## src/rtl/sdram_port_arbiter.sv

```systemverilog
// Two-port arbiter that serialises single-beat reads and writes onto the SDRAM
// controller native port, with a read-response timeout and a late-beat flush.
module sdram_port_arbiter #(
    parameter int AW         = 24,
    parameter int DW         = 32,
    parameter int FIXED_PRIO = 0,
    parameter int TIMEOUT    = 256
) (
    input  logic              clk,
    input  logic              rst_n,
    input  logic              r0_req,
    input  logic              r0_we,
    input  logic [AW-1:0]     r0_addr,
    input  logic [DW-1:0]     r0_wdata,
    input  logic [DW/8-1:0]   r0_be,
    output logic              r0_done,
    output logic [DW-1:0]     r0_rdata,
    output logic              r0_err,
    input  logic              r1_req,
    input  logic              r1_we,
    input  logic [AW-1:0]     r1_addr,
    input  logic [DW-1:0]     r1_wdata,
    input  logic [DW/8-1:0]   r1_be,
    output logic              r1_done,
    output logic [DW-1:0]     r1_rdata,
    output logic              r1_err,
    output logic              m_req,
    output logic              m_we,
    output logic [AW-1:0]     m_addr,
    output logic [DW-1:0]     m_wdata,
    output logic [DW/8-1:0]   m_be,
    input  logic              m_ack,
    input  logic              m_rvalid,
    input  logic [DW-1:0]     m_rdata,
    output logic              o_busy,
    output logic [2:0]        fsm_state
);
    // Handshakes: a requester holds req and its fields until its one-cycle done;
    // m_req/m_* stay stable until m_ack is seen; m_rvalid is a single-cycle beat.
    localparam int CW = $clog2(TIMEOUT) + 1;

    typedef enum logic [2:0] {
        S_IDLE    = 3'd0,
        S_ISSUE   = 3'd1,
        S_WAIT_RD = 3'd2,
        S_FLUSH   = 3'd3,
        S_DONE    = 3'd4
    } state_t;

    state_t          state, state_next;
    logic            grant, last_grant, pick, load;
    logic [CW-1:0]   cnt, cnt_next;
    logic            cap_rd, cap_to, cap_wr;

    always_ff @(posedge clk or negedge rst_n) begin
        if (!rst_n) begin
            state <= S_IDLE;
            cnt   <= '0;
        end else begin
            state <= state_next;
            cnt   <= cnt_next;
        end
    end

    always_comb begin
        state_next = state;
        cnt_next   = cnt;
        pick       = 1'b0;
        load       = 1'b0;
        cap_rd     = 1'b0;
        cap_to     = 1'b0;
        cap_wr     = 1'b0;
        case (state)
            S_IDLE: begin
                if (r0_req || r1_req) begin
                    // On a tie, round-robin favours the port that did not win last.
                    if (r0_req && r1_req) pick = (FIXED_PRIO != 0) ? 1'b0 : ~last_grant;
                    else                  pick = r1_req;
                    load       = 1'b1;
                    state_next = S_ISSUE;
                end
            end
            S_ISSUE: begin
                if (m_ack) begin
                    if (m_we) begin
                        cap_wr     = 1'b1;
                        state_next = S_DONE;
                    end else begin
                        cnt_next   = '0;
                        state_next = S_WAIT_RD;
                    end
                end
            end
            S_WAIT_RD: begin
                if (m_rvalid) begin
                    cap_rd     = 1'b1;
                    state_next = S_DONE;
                end else if (cnt == CW'(TIMEOUT - 1)) begin
                    cnt_next   = '0;
                    state_next = S_FLUSH;
                end else begin
                    cnt_next = cnt + CW'(1);
                end
            end
            S_FLUSH: begin
                // Swallow the one late beat so it cannot complete a later read.
                if (m_rvalid || cnt == CW'(TIMEOUT - 1)) begin
                    cap_to     = 1'b1;
                    state_next = S_DONE;
                end else begin
                    cnt_next = cnt + CW'(1);
                end
            end
            S_DONE:  state_next = S_IDLE;
            default: state_next = S_IDLE;
        endcase
    end

    always_ff @(posedge clk or negedge rst_n) begin
        if (!rst_n) begin
            grant      <= 1'b0;
            last_grant <= 1'b1;
            m_we       <= 1'b0;
            m_addr     <= '0;
            m_wdata    <= '0;
            m_be       <= '0;
            r0_rdata   <= '0;
            r0_err     <= 1'b0;
            r1_rdata   <= '0;
            r1_err     <= 1'b0;
        end else begin
            if (load) begin
                grant      <= pick;
                last_grant <= pick;
                m_we       <= pick ? r1_we    : r0_we;
                m_addr     <= pick ? r1_addr  : r0_addr;
                m_wdata    <= pick ? r1_wdata : r0_wdata;
                m_be       <= pick ? r1_be    : r0_be;
            end
            if (cap_rd || cap_to || cap_wr) begin
                if (grant) begin
                    r1_err <= cap_to;
                    if (!cap_wr) r1_rdata <= cap_rd ? m_rdata : '0;
                end else begin
                    r0_err <= cap_to;
                    if (!cap_wr) r0_rdata <= cap_rd ? m_rdata : '0;
                end
            end
        end
    end

    assign m_req     = (state == S_ISSUE);
    assign r0_done   = (state == S_DONE) && !grant;
    assign r1_done   = (state == S_DONE) && grant;
    assign o_busy    = (state != S_IDLE);
    assign fsm_state = state;

endmodule
```

## config.mk

```make
export PLATFORM = sky130hd
export DESIGN_NAME = sdram_port_arbiter
export DESIGN_NICKNAME = d
export VERILOG_FILES = /design/src/rtl/sdram_port_arbiter.sv
export SDC_FILE = /design/constraint.sdc
export NUM_CORES = 1
export LEC_CHECK = 0
export ABC_AREA = 1
export BUFFER_PORTS_ARGS = -buffer_cell sky130_fd_sc_hd__buf_2
export CORE_MARGIN = 8
export CORE_UTILIZATION = 45
export DETAILED_ROUTE_END_ITERATION = 8
export GPL_TIMING_DRIVEN = 0
export PLACE_DENSITY = 0.78
export SLEW_MARGIN = 10
export SYNTH_ARGS = -nofsm -noshare
export SYNTH_HDL_FRONTEND = slang
export SYNTH_SLANG_ARGS = --single-unit
```

## constraint.sdc

```tcl
create_clock -name clk -period 2.3 [get_ports clk]
set_input_delay 0.46 -clock clk [delete_from_list [all_inputs] [get_ports clk]]
set_output_delay 0.46 -clock clk [all_outputs]
set_load 0.02 [all_outputs]
```

== Word level (Yosys, flattened, before mapping) ==
Index checks and enable logic that the tools add are counted.
Storage, ports and cells
  bits in registers: 141
  latch bits: 0
  RAM bits: 0
  bits in read-only memories: 0
  input port bits: 160
  output and inout port bits: 134
  logic and storage cells: 75
  memories kept: 0
Operators by class
  $add $sub $neg: 1
  $mul: 0
  divide/modulo/power cells: 0
  order comparisons: 0
  eq/ne operators: 12
  shifts and indexed selects: 0
  multiplexer cells: 30
  bitwise operators: 3
  reductions and logical operators: 17
Operator list (number)
  $mux W32: 2
  $mux W9: 5
  $pmux W9 S3: 1
  $mux W24: 1
  $mux W3: 6
  $mux W1: 13
  $pmux W3 S4: 1
  $ne A2 B2 Y1 const B: 5
  $add A9 B1 Y9 const B: 1
  $eq A9 B8 Y1 const B: 1
  $eq A3 B2 Y1 const B: 2
  $reduce_and A3 Y1: 2
  $reduce_bool A3 Y1: 2
  $reduce_and A5 Y1: 1
  $logic_or A1 B1 Y1: 4
  $mux W4: 1
  $reduce_and A2 Y1: 2
  $reduce_and A4 Y1: 1
  $eq A3 B1 Y1 const B: 1
  $eq A3 B3 Y1 const B: 1
  $logic_and A1 B1 Y1: 3
  $logic_not A3 Y1: 1
  $ne A3 B3 Y1 const B: 1
  $not A1 Y1: 3
  other kinds (2): 2

== Depth between registers and ports, before layout ==
  depth in word-level cells: 7
  depth in mapped cells: 13

== Worst setup path before layout ==
OpenSTA, ideal clock, no wires.
  path type: register to register
  from: register cnt[0]
  to: register cnt[8]
  library setup time: 0.126 ns
  arrival: 1.899 ns
  data required time: 2.174 ns
  slack: 0.275 ns
  stages on the path, launching flop included: 10
  buffers on the path: 1
  clock period less this slack: 2.025 ns
  cells stage by stage: dfrtp_1 -> ha_1 -> nand3_1 -> nor2_1 -> ha_1 -> nor2_1 -> o21ai_4 -> nor2_1 -> buf_2 -> o21ai_0
On the way
  longest elaborated chain between the ends: 4
  elaborated cells between the ends (all ways): 9
  those cells by class: add/sub (1); eq/ne (2); mux (4); reduce/logical (2)
Ends and longest elaborated chain
  from (decl): RTL line 52  | logic [CW-1:0] cnt, cnt_next;
  from (signal assigned): RTL line 61  | cnt <= cnt_next;
  $add A9 B1 Y9 or $eq A9 B8 Y1 (tied branches)
  $mux W9 or $logic_or A1 B1 Y1 (tied branches): RTL line 98, 107
  $mux W9 or $ne A2 B2 Y1 (tied branches)
  $pmux W9 S3 or $reduce_and A5 Y1 (tied branches)
Several ways; a longest one is shown, not always the timed one. The select of a mux whose other input is x is not followed.
A chain may end at the register's enable or synchronous reset.

== Worst setup path in the final report ==
  from: register cnt[0]
  to: register r0_rdata[3]
On the way
  longest elaborated chain between the ends: 7
Ends and longest elaborated chain
  $eq A9 B8 Y1: RTL line 107  | if (m_rvalid || cnt == CW'(TIMEOUT - 1)) begin
  $logic_or A1 B1 Y1: RTL line 107
  $mux W1: RTL line 107
  $mux W1: RTL line 73  | case (state)
  $logic_or A1 B1 Y1 (2 in a row): RTL line 140  | if (cap_rd || cap_to || cap_wr) begin
  $reduce_and A3 Y1 (no line)
  to (signal assigned): RTL line 146  | if (!cap_wr) r0_rdata <= cap_rd ? m_rdata : '0;
  to (decl): RTL line 17  | output logic [DW-1:0] r0_rdata,
No other way between the ends.

==> results.ini <==
[grt]
antenna_found_initial=3
grt_pass1_vias=6405
grt-ovfl-total=0
grt_usage_pct=23.8
grt_max_degree=75
grt_pass1_wl_mm=33.8

[sta]
hold_ws_ns=0.0826
setup_viol=0
period_needed_ns=2.19
setup_slack_ns=0.113
relSlewSlack_pct=53.5
drv_slew=0
fin_skew_ns=0.00931
period_share_pct=95.1
hold_viol=0
worst_pin_slew_ns=0.697
max_freq_mhz=457

[cells_and_area]
final_nets=1204
layout_common_cells=312 x buf_2, 152 x nand2_1, 137 x dfrtp_1
areaGrowthSynthToFinish_pct=39.6
drive_gt1_share_pct=36.3
layout_commonest_cell=buf_2

[synth]
synth_cell_type_count=26
syn-num-nets=884
ys_seq_area_share_pct=56.9
synth_area_per_cell_um2=8.61
ys_seq_elements=141
netlist_area_um2=6210
synthCells=721
synthTopCellsByArea=dfrtp_1 56%, nand2_1 9.2%, o21ai_1 6.2%
synth.largest_area_cell=dfrtp_1
synth_top_area_share_pct=56.4
ys_warn_count=0

[clock_tree]
cts.sinks=141
cts_hold_buf=0
ctsLongestPathBuffers=2
clk_latency_ns=0.42
cts_htree_levels=4
clockRootBuffer=clkbuf_16
cts_buffers=17
cts_tree=built
path_clk_slew_ns=0.06

[setup_path]
cpMostUsedCell=buf_4
critPathLaunch=cnt[0]$_DFFE_PN0P_
cp-start-kind=flop
cp-end-kind=flop
crit_arrival_ns=2.49
crit-reg2reg-launch=cnt[0]$_DFFE_PN0P_
cp_max_fo=7
path_class=flop to flop
cp.buffers_inverters=3
cpLargestDelayFamily=adder cells
crit_chain=ha_2 > nand3_2 > nor2_2 > ha_2 > nor2_2 > o21ai_4 > buf_4 > nand3_4 > buf_4 > buf_4 > nand2_1 > o21ai_1
required_ns=2.60
max_stage_delay_ns=0.42
crit_path_top_delay_cell=dfrtp_2

[power]
swShare_pct=43.4
power.density_nw_per_um2=1480
ir_drop_mv=0.805
switchingPower_uw=5590
power_frac_comb_pct=44.5
p_int_uw=7270
seqPwrFrac_pct=32.5
pwr-share-clk_pct=23.0
p_leak_uw=0.00453

[floorplan]
ios=294
start_util_pct=45.4
fp.dieArea_um2=17800
die_height_um=133
die_w_um=133
rows=43
coreArea_um2=13700

[hold_path]
hold_class=primary input to asynchronous set/reset pin

[flow_run]
maxCapViolations=0

[placed_design]
dpl.hpwl_mm=16.2
port_buffers=293
globalplace.congestion=0.885
dp_slack_ns=-0.164

[routing]
drcViolationCount=0
routed_wl_mm=21.6
first_pass_iters=5
drt-vias-per-instance=5.06
final_antenna_net_count=0
drt_iter0_markers=307
vias=6249
avgRoutedWirePerCell_um=17.5

[run_status]
status=finished, final reports clean

## cell usage after synthesis
| cell | count |
|---|---|
| o2111a_1 | 1 |
| nand4_1 | 4 |
| nand2_2 | 1 |
| nor2_2 | 4 |
| o22ai_1 | 61 |
| buf_2 | 23 |
| dfrtp_1 | 140 |
| a21oi_2 | 1 |
| a21oi_1 | 4 |
| inv_1 | 79 |
| ha_1 | 3 |
| nand3_4 | 2 |
| o21ai_4 | 1 |
| inv_2 | 5 |
| xnor2_1 | 1 |
| o21ai_1 | 77 |
| nand3_1 | 10 |
| nand2_1 | 152 |
| nor2_1 | 71 |
| nand3_2 | 1 |
| clkbuf_1 | 19 |
| dfstp_2 | 1 |
| nor3_4 | 1 |
| nor3_1 | 2 |
| o21ai_0 | 54 |
| a211oi_1 | 3 |
## state kept, by name, summed over array words and instances (netlist names)
register and cells:
grant 1, last_grant 1, r0_err 1, fsm_state 3
m_wdata 32, r0_rdata 32, r1_err 1, m_addr 24
m_we 1, m_be 4, cnt 9, r1_rdata 32
## area by class of cell
cell class,count,area (um2)
Antenna cell,1,2.50
Buffer,41,190
Clock buffer,19,453
Clock inverter,13,188
Fill cell,1224,5000
Inverter,84,315
Multi-Input combinational cell,455,2210
Sequential cell,141,3530
Tap cell,180,225
Timing Repair Buffer,301,1550
## metal layers
metal	vias up	track usage (%)	share of wire [%]
met5	-	0	0.097
met4	4	8.61	2.2
met3	35	11.1	11
met2	268	39.5	49
met1	2924	26.1	37
li1	3018	-	-
## kinds of logic (layout without fill, tap and decap cells)
kind of cell               Yosys count  count (layout)  share of synthesized area, %
other                                0               1                             0
buffers and inverters              126             458                          8.08
AOI/OAI and AO/OA                  202             202                          18.0
and+or+nand+nor                    248             249                          16.3
xor gates and xnor gates             1               1                         0.141
adders and majority gates            3               3                         0.605
DFF                                141             141                          56.9
## path summary, 6_finish.rpt
check / end / slack [ns] / cells after the start
hold reg to reg: r0_err$_DFFE_PN0P_ / 0.47 / 2
hold / removal: r1_rdata[19]$_DFFE_PN0P_ / 0.08 / 1
min in group clk: m_addr[12]$_DFFE_PN0P_ / 0.30 / 3
setup / recovery: r0_rdata[3]$_DFFE_PN0P_ / 0.11 / 12
setup reg to reg: r0_rdata[3]$_DFFE_PN0P_ / 0.11 / 12
max in group asynchronous: last_grant$_DFFE_PN1P_ / 1.39 / 2
## stage by stage
| step | total power [uW] | TNS, ns | utilization (%) | cell area (um2) | cells |
|---|---|---|---|---|---|
| 5_1_grt | 13700 | -0.00219 | 63.4 | 8670 | 1235 |
| 6_report | 12900 | 0 | 63.4 | 8670 | 1235 |
| 4_1_cts | 12800 | 0 | 62.8 | 8580 | 1226 |
| 2_1_floorplan | 7680 | 0 | - | 6210 | 721 |
| 3_5_place_dp | 9840 | -8.25 | 58.1 | 7930 | 1195 |
| 3_3_place_gp | 9730 | -177.74 | 57.8 | 7900 | 1194 |
## power by group through the flow
stage          clock [uW]  combinational [uW]  sequential, uW
6_report             2960                5730            4180
5_1_grt              3120                6300            4300
4_1_cts              2990                5670            4160
3_5_place_dp            0                5680            4170
3_3_place_gp            0                5590            4130
2_1_floorplan           0                2340            5340
## what timing repair did
item | CTS | global route
setup buffers | 0 | 7
resized for setup | 5 | 9
endpoints found under the setup margin | 72 | 73
gates cloned | 0 | 1
pin swaps | 1 | 3
(Power assumes the default switching activity.)
